### src/rtl/manufacturing_pkg.sv
// Shared state encodings and ESTOP fault codes for the manufacturing line controller.
package manufacturing_pkg;

    typedef enum logic [2:0] {
        ST_IDLE     = 3'd0,
        ST_NORMAL   = 3'd1,
        ST_HANDLING = 3'd2,
        ST_RETURN   = 3'd3,
        ST_COOLING  = 3'd4,
        ST_ESTOP    = 3'd5
    } state_t;

    typedef enum logic [2:0] {
        FC_NONE           = 3'd0,
        FC_EMERGENCY      = 3'd1,
        FC_OVERCURRENT    = 3'd2,
        FC_HANDLER_ERROR  = 3'd3,
        FC_HANDLE_TIMEOUT = 3'd4
    } fault_t;

endpackage

### src/rtl/prio_onehot.sv
// Lowest-index-first one-hot selector; picks which reject station gets serviced.
module prio_onehot #(
    parameter int N = 4
) (
    input  logic [N-1:0] req,
    output logic [N-1:0] grant
);

    // Scan from the top down so the lowest set bit is the last one written.
    always_comb begin
        grant = '0;
        for (int i = N - 1; i >= 0; i--) begin
            if (req[i]) begin
                grant    = '0;
                grant[i] = 1'b1;
            end
        end
    end

endmodule

### src/rtl/manufacturing_line_ctrl.sv
// Conveyor line supervisor: multi-station reject handling, cooling dwell, sticky fault code
// and edge-qualified restart out of emergency stop.
//
// state    | meaning
// IDLE     | after reset or restart, waiting to start the line
// NORMAL   | conveyor running, watching detectors
// HANDLING | servicing pending reject stations, lowest index first
// RETURN   | all rejects done, waiting for line ready
// COOLING  | fan on, minimum dwell before resuming
// ESTOP    | stopped with latched fault code, wait for restart press
module manufacturing_line_ctrl
    import manufacturing_pkg::*;
#(
    parameter int N_ST       = 4,
    parameter int TMO_W      = 16,
    parameter int HANDLE_TMO = 1000,
    parameter int COOL_MIN   = 500,
    parameter int CNT_W      = 16
) (
    input  logic             clk,
    input  logic             rst,
    input  logic [N_ST-1:0]  metal_detected,
    input  logic [N_ST-1:0]  done,
    input  logic             high_temp,
    input  logic             temp_normal,
    input  logic             overcurrent,
    input  logic             error,
    input  logic             ready,
    input  logic             emergency,
    input  logic             reset_btn,
    output logic             conveyor,
    output logic [N_ST-1:0]  servo,
    output logic             fan,
    output logic             warning_light,
    output logic             buzzer,
    output logic             valve,
    output logic [2:0]       state,
    output logic [2:0]       fault_code,
    output logic [CNT_W-1:0] reject_count
);

    localparam logic [TMO_W-1:0] TMO_LAST = TMO_W'(HANDLE_TMO - 1);
    localparam logic [TMO_W-1:0] COOL_THR = TMO_W'(COOL_MIN);

    state_t            state_q, state_d;
    fault_t            fault_q, fault_d;
    logic [N_ST-1:0]   pending_q, pending_d;
    logic [TMO_W-1:0]  dwell_q, dwell_d;
    logic [CNT_W-1:0]  count_q, count_d;
    logic              rbtn_q;

    logic [N_ST-1:0]   sel;
    logic [N_ST-1:0]   pend_next;
    logic              svc_done;
    logic              estop_go;
    fault_t            estop_code;

    prio_onehot #(.N(N_ST)) u_prio (
        .req   (pending_q),
        .grant (sel)
    );

    assign svc_done  = |(done & sel);
    assign pend_next = (pending_q & ~(svc_done ? sel : '0)) | metal_detected;

    always_ff @(posedge clk or posedge rst) begin
        if (rst) begin
            state_q   <= ST_IDLE;
            fault_q   <= FC_NONE;
            pending_q <= '0;
            dwell_q   <= '0;
            count_q   <= '0;
            rbtn_q    <= 1'b0;
        end else begin
            state_q   <= state_d;
            fault_q   <= fault_d;
            pending_q <= pending_d;
            dwell_q   <= dwell_d;
            count_q   <= count_d;
            rbtn_q    <= reset_btn;
        end
    end

    always_comb begin
        state_d    = state_q;
        fault_d    = fault_q;
        pending_d  = pending_q;
        dwell_d    = dwell_q;
        count_d    = count_q;
        estop_go   = 1'b0;
        estop_code = FC_NONE;

        case (state_q)
            ST_IDLE: begin
                if (emergency) begin
                    estop_go   = 1'b1;
                    estop_code = FC_EMERGENCY;
                end else begin
                    state_d = ST_NORMAL;
                end
            end
            ST_NORMAL: begin
                if (emergency) begin
                    estop_go   = 1'b1;
                    estop_code = FC_EMERGENCY;
                end else if (overcurrent) begin
                    estop_go   = 1'b1;
                    estop_code = FC_OVERCURRENT;
                end else if (|metal_detected) begin
                    pending_d = pending_q | metal_detected;
                    dwell_d   = '0;
                    state_d   = ST_HANDLING;
                end else if (high_temp) begin
                    dwell_d = '0;
                    state_d = ST_COOLING;
                end
            end
            ST_HANDLING: begin
                pending_d = pend_next;
                dwell_d   = svc_done ? '0 : dwell_q + TMO_W'(1);
                // A completed reject is counted even if a fault stops the line that cycle.
                if (svc_done && (count_q != '1)) count_d = count_q + CNT_W'(1);
                if (emergency) begin
                    estop_go   = 1'b1;
                    estop_code = FC_EMERGENCY;
                end else if (overcurrent) begin
                    estop_go   = 1'b1;
                    estop_code = FC_OVERCURRENT;
                end else if (error) begin
                    estop_go   = 1'b1;
                    estop_code = FC_HANDLER_ERROR;
                end else if (!svc_done && (dwell_q >= TMO_LAST)) begin
                    estop_go   = 1'b1;
                    estop_code = FC_HANDLE_TIMEOUT;
                end else if (pend_next == '0) begin
                    state_d = ST_RETURN;
                end
            end
            ST_RETURN: begin
                if (emergency) begin
                    estop_go   = 1'b1;
                    estop_code = FC_EMERGENCY;
                end else if (overcurrent) begin
                    estop_go   = 1'b1;
                    estop_code = FC_OVERCURRENT;
                end else if (high_temp) begin
                    dwell_d = '0;
                    state_d = ST_COOLING;
                end else if (ready) begin
                    state_d = ST_NORMAL;
                end
            end
            ST_COOLING: begin
                if (dwell_q != '1) dwell_d = dwell_q + TMO_W'(1);
                if (emergency) begin
                    estop_go   = 1'b1;
                    estop_code = FC_EMERGENCY;
                end else if (overcurrent) begin
                    estop_go   = 1'b1;
                    estop_code = FC_OVERCURRENT;
                end else if (temp_normal && (dwell_q >= COOL_THR)) begin
                    state_d = ST_NORMAL;
                end
            end
            ST_ESTOP: begin
                if (reset_btn && !rbtn_q && !emergency) begin
                    state_d = ST_IDLE;
                    fault_d = FC_NONE;
                end
            end
            default: begin
                state_d = ST_IDLE;
            end
        endcase

        if (estop_go) begin
            state_d   = ST_ESTOP;
            fault_d   = estop_code;
            pending_d = '0;
            dwell_d   = '0;
        end
    end

    always_comb begin
        conveyor      = 1'b0;
        servo         = '0;
        fan           = 1'b0;
        warning_light = 1'b0;
        buzzer        = 1'b0;
        valve         = 1'b0;
        case (state_q)
            ST_NORMAL: begin
                conveyor = 1'b1;
                valve    = ~high_temp;
            end
            ST_HANDLING: begin
                conveyor = 1'b1;
                servo    = sel;
            end
            ST_RETURN: conveyor = 1'b1;
            ST_COOLING: begin
                fan           = 1'b1;
                warning_light = 1'b1;
                buzzer        = 1'b1;
            end
            ST_ESTOP: begin
                warning_light = 1'b1;
                buzzer        = 1'b1;
            end
            default: ;
        endcase
    end

    assign state        = state_q;
    assign fault_code   = fault_q;
    assign reject_count = count_q;

endmodule

### config.mk
export PLATFORM = sky130hd
export DESIGN_NAME = manufacturing_line_ctrl
export DESIGN_NICKNAME = d
export VERILOG_FILES = /design/src/rtl/manufacturing_pkg.sv /design/src/rtl/prio_onehot.sv /design/src/rtl/manufacturing_line_ctrl.sv
export SDC_FILE = /design/constraint.sdc
export NUM_CORES = 1
export LEC_CHECK = 0
export ABC_AREA = 1
export CORE_MARGIN = 2
export CORE_UTILIZATION = 40
export CTS_CLUSTER_SIZE = 10
export DETAILED_ROUTE_END_ITERATION = 16
export DONT_BUFFER_PORTS = 1
export HOLD_SLACK_MARGIN = 0.1
export SYNTH_ARGS = -nofsm -noshare
export SYNTH_HDL_FRONTEND = slang
export SYNTH_SLANG_ARGS = --single-unit
### constraint.sdc
create_clock -name clk -period 3.56 [get_ports clk]
set_input_delay 0.89 -clock clk [delete_from_list [all_inputs] [get_ports clk]]
set_output_delay 0.89 -clock clk [all_outputs]
set_load 0.05 [all_outputs]
==> run_summary.xml <==
<?xml version="1.0" encoding="UTF-8"?>
<metrics>
  <group name="outcome">
    <metric name="status" unit="">completed</metric>
  </group>
  <group name="sta">
    <metric name="finalHoldWorstSlack" unit="ps">560.8</metric>
    <metric name="slew_viol_final" unit="">0</metric>
    <metric name="worst_slew_margin_rel" unit="">0.3798</metric>
    <metric name="finClkSkew" unit="ps">9.034</metric>
    <metric name="rsz0062_at_grt" unit="">no</metric>
    <metric name="timing_worst_slew_pin_value" unit="ps">924.6</metric>
    <metric name="hold_viol" unit="">0</metric>
    <metric name="timing.setup.tns" unit="ps">0</metric>
    <metric name="report.final.setup_viol" unit="">0</metric>
    <metric name="finalWorstSetupSlack" unit="ps">585.1</metric>
    <metric name="final_period_minus_worst_setup_slack" unit="ps">2975</metric>
    <metric name="final_min_period_over_clock_period" unit="">0.8356</metric>
    <metric name="timing.fmax" unit="MHz">336.1</metric>
  </group>
  <group name="global_route">
    <metric name="grt_first_pass_wirelength" unit="mm">11.67</metric>
    <metric name="pin_count_of_the_biggest_net_entering_global_routing" unit="">28</metric>
    <metric name="grt_pass1_vias" unit="">2514</metric>
    <metric name="globalRouteOverflowTotal" unit="">0</metric>
    <metric name="number_of_antenna_violations_at_the_first_check_in_global_routing" unit="">1</metric>
    <metric name="gr-usage-all-layers" unit="">0.1871</metric>
  </group>
  <group name="clock_tree">
    <metric name="cts_hold_buf" unit="">0</metric>
    <metric name="htree_num_levels" unit="">2</metric>
    <metric name="clock_slew_at_the_register_clock_pins_of_the_worst_setup_and_hold_paths" unit="ps">90</metric>
    <metric name="cts_max_path_buffers" unit="">2</metric>
    <metric name="clock-root-buffer" unit="">sky130_fd_sc_hd__clkbuf_8</metric>
    <metric name="cts_tree" unit="">built</metric>
    <metric name="cts_made_buffers" unit="">5</metric>
    <metric name="postCtsResizedCells" unit="">0</metric>
    <metric name="insertion_delay" unit="ps">300</metric>
    <metric name="cts_setup_buffers" unit="">0</metric>
    <metric name="cts_num_sinks" unit="">43</metric>
  </group>
  <group name="critical_path">
    <metric name="worstPathArrival" unit="ps">2080</metric>
    <metric name="cp-end-kind" unit="">output pin</metric>
    <metric name="crit_chain" unit="">nor2_1 -&gt; inv_1 -&gt; nor2_4 -&gt; inv_1 -&gt; nor3_1 -&gt; buf_4</metric>
    <metric name="library_cell_contributing_the_largest_single_delay_on_the_critical_path" unit="">sky130_fd_sc_hd__dfrtp_1</metric>
    <metric name="crit_path_max_fanout" unit="">10</metric>
    <metric name="req_time_crit_path" unit="ps">2670</metric>
    <metric name="worst_r2r_path_depth" unit="">12</metric>
    <metric name="startpoint_type" unit="">flip-flop</metric>
    <metric name="criticalPathCategory" unit="">flip-flop to output pin</metric>
    <metric name="critical-path-max-stage-delay" unit="ps">620</metric>
    <metric name="cpMostUsedCell" unit="">sky130_fd_sc_hd__inv_1</metric>
  </group>
  <group name="floorplanning">
    <metric name="floorplan.die_area" unit="um^2">7909</metric>
    <metric name="placement_rows" unit="">30</metric>
    <metric name="die_h" unit="um">88.93</metric>
    <metric name="coreArea" unit="um^2">6869</metric>
    <metric name="die_x" unit="um">88.93</metric>
    <metric name="effective_utilization_at_floorplan" unit="">0.4200</metric>
    <metric name="number_of_primary_i_o_pins" unit="">48</metric>
  </group>
  <group name="power_and_ir_drop">
    <metric name="power_switching_share" unit="">0.5351</metric>
    <metric name="p_leak" unit="nW">1.503</metric>
    <metric name="p_int" unit="mW">1.013</metric>
    <metric name="p_switching" unit="mW">1.166</metric>
    <metric name="worst_ir_drop_vdd" unit="V">0.0002594</metric>
    <metric name="power.share.clock" unit="">0.146</metric>
    <metric name="share_seq_of_total_power" unit="">0.365</metric>
    <metric name="total_power_density_per_cell_area" unit="nW/um^2">693.0</metric>
    <metric name="pwr-share-comb" unit="">0.489</metric>
  </group>
  <group name="synthesis">
    <metric name="synth_top_area_cell" unit="">sky130_fd_sc_hd__dfrtp_1</metric>
    <metric name="netlist-cell-type-count" unit="">31</metric>
    <metric name="most_used_flip_flop_cell_after_synthesis" unit="">sky130_fd_sc_hd__dfrtp_1</metric>
    <metric name="synth_most_common_cell" unit="">sky130_fd_sc_hd__nand2_1</metric>
    <metric name="synthTopCellsByArea" unit="">sky130_fd_sc_hd__dfrtp_1 (37%), sky130_fd_sc_hd__nand2_1 (13%), sky130_fd_sc_hd__nand3_1 (8.5%)</metric>
    <metric name="post_synth_most_frequent_cells" unit="">sky130_fd_sc_hd__nand2_1 (98), sky130_fd_sc_hd__nor2_1 (53), sky130_fd_sc_hd__inv_1 (52)</metric>
    <metric name="synthArstFlopShare" unit="">1.000</metric>
    <metric name="netlist_area" unit="um^2">2885</metric>
    <metric name="synth-seq-cells" unit="">43</metric>
    <metric name="yosysWarningCount" unit="">0</metric>
    <metric name="synth_top_cell_area_share" unit="">0.3729</metric>
    <metric name="postSynthAreaPerCell" unit="um^2">6.903</metric>
    <metric name="synth_fp_nets" unit="">438</metric>
    <metric name="number_of_synthesized_flops_with_an_enable_pin" unit="">0</metric>
    <metric name="ys_seq_area_frac" unit="">0.3729</metric>
    <metric name="syn_inst" unit="">418</metric>
  </group>
  <group name="route">
    <metric name="via_per_inst" unit="">5.124</metric>
    <metric name="avgRoutedWirePerCell" unit="um">13.55</metric>
    <metric name="detailedRoute.firstIterationViolations" unit="">219</metric>
    <metric name="routed_wl" unit="mm">7.129</metric>
    <metric name="drtAntennaViolNets" unit="">0</metric>
    <metric name="drtPass1Iterations" unit="">4</metric>
    <metric name="via_count" unit="">2695</metric>
    <metric name="drt_drc_violations_left" unit="">0</metric>
    <metric name="route.met3.wl" unit="um">441</metric>
    <metric name="dr_wl_met2" unit="mm">3.191</metric>
    <metric name="maxUsedRoutingLayer" unit="">met4</metric>
    <metric name="routedLengthMet1" unit="mm">3.409</metric>
  </group>
  <group name="layout">
    <metric name="final_util" unit="">0.4576</metric>
    <metric name="syn2layout_area_growth" unit="%">8.933</metric>
    <metric name="nFillCells" unit="">715</metric>
    <metric name="final_cell_area" unit="um^2">3143</metric>
    <metric name="final_nets" unit="">448</metric>
    <metric name="drive_above_1_share" unit="">0.07925</metric>
  </group>
  <group name="placement">
    <metric name="dpl_cell_area" unit="um^2">3052</metric>
    <metric name="detailed_place_hpwl" unit="mm">5.388</metric>
    <metric name="post-place-ws" unit="ps">925.0</metric>
    <metric name="io_buffer_count" unit="">0</metric>
    <metric name="globalplace.congestion" unit="">0.8485</metric>
  </group>
  <group name="run">
    <metric name="drv_cap" unit="">0</metric>
  </group>
  <group name="worst_hold_path">
    <metric name="holdCritPathClass" unit="">input pin to async pin</metric>
  </group>
</metrics>
[area by class of cell]
class,count,area (um^2),share of cell area
multi-input cells,314,1578,0.5020
clock inverters,3,20.02,0.006369
clock buffers,5,68.82,0.02189
inverters,54,202.7,0.06449
repair buffers,10,75.07,0.02389
flip-flops and latches,43,1076,0.3424
diodes,1,2.502,0.0007962
well taps,96,120.1,0.03822
[sequential cells by signal, summed over array words and instances, names as in the netlist]
register	flops
fault_code	3
pending_q	4
rbtn_q	1
state	3
reject_count	16
dwell_q	16
[path summary, 6_finish.rpt]
check / start / to / slack [ps]
max reg2reg: state[0]$_DFFE_PP0P_ / dwell_q[15]$_DFFE_PP0P_ / 1040
max: state[2]$_DFFE_PP0P_ / servo[1] / 590
min: rst / reject_count[13]$_DFFE_PP0P_ / 560
min reg2reg: dwell_q[15]$_DFFE_PP0P_ / dwell_q[15]$_DFFE_PP0P_ / 590
max in group asynchronous: rst / dwell_q[6]$_DFFE_PP0P_ / 2300
min in group clk: dwell_q[15]$_DFFE_PP0P_ / dwell_q[15]$_DFFE_PP0P_ / 590
[cells by family after synthesis]
logic type               share of synthesized area
AND/OR/NAND/NOR                             0.3708
buffers and inverters                      0.08326
AO/OA/AOI/OAI                              0.09628
flip-flops                                  0.3729
XOR/XNOR                                   0.06374
adder cells (fa/ha/maj)                    0.01301
[cell usage in the layout, fill, tap and decap left out, types with 3 or more instances in the layout]
cell	instances
sky130_fd_sc_hd__nand2_1	98
sky130_fd_sc_hd__nor2_1	52
sky130_fd_sc_hd__inv_1	51
sky130_fd_sc_hd__nand3_1	49
sky130_fd_sc_hd__dfrtp_1	43
sky130_fd_sc_hd__o21ai_0	25
sky130_fd_sc_hd__a21oi_1	18
sky130_fd_sc_hd__nor3_1	12
sky130_fd_sc_hd__xor2_1	11
sky130_fd_sc_hd__xnor2_1	10
sky130_fd_sc_hd__buf_4	10
sky130_fd_sc_hd__nand4_1	8
sky130_fd_sc_hd__nor2_2	5
sky130_fd_sc_hd__clkbuf_8	5
sky130_fd_sc_hd__nand2_2	4
sky130_fd_sc_hd__o31ai_1	4
sky130_fd_sc_hd__nor3b_1	3
sky130_fd_sc_hd__a31oi_1	3
sky130_fd_sc_hd__ha_1	3
[worst max-delay path: cells and delay by family (launching register included)]
kind / cells / cell delay (ps)
buf+inv: 3 / 530
flops: 1 / 620
simple gates: 3 / 620
[power by group through the flow]
stage | Clock, mW | Sequential [mW] | Combinational [mW]
after floorplan | 0 | 0.785 | 0.834
after global placement | 0 | 0.803 | 1.05
after detailed placement | 0 | 0.802 | 1.06
after CTS | 0.330 | 0.794 | 1.06
after global routing | 0.350 | 0.812 | 1.21
final | 0.318 | 0.794 | 1.07
[metrics by stage]
step | std cells | power (mW)
after floorplan | 418 | 1.619
after CTS | 525 | 2.188
after detailed placement | 517 | 1.865
after global placement | 517 | 1.856
final | 526 | 2.178
after global routing | 525 | 2.373
[per-layer routing]
metal	GRT usage	up-vias
li1	-	1375
met1	0.2635	1247
met2	0.2870	65
met3	0.04709	8
met4	0.05156	0
met5	0	-
Note: power is estimated with default switching activity, not from simulation.
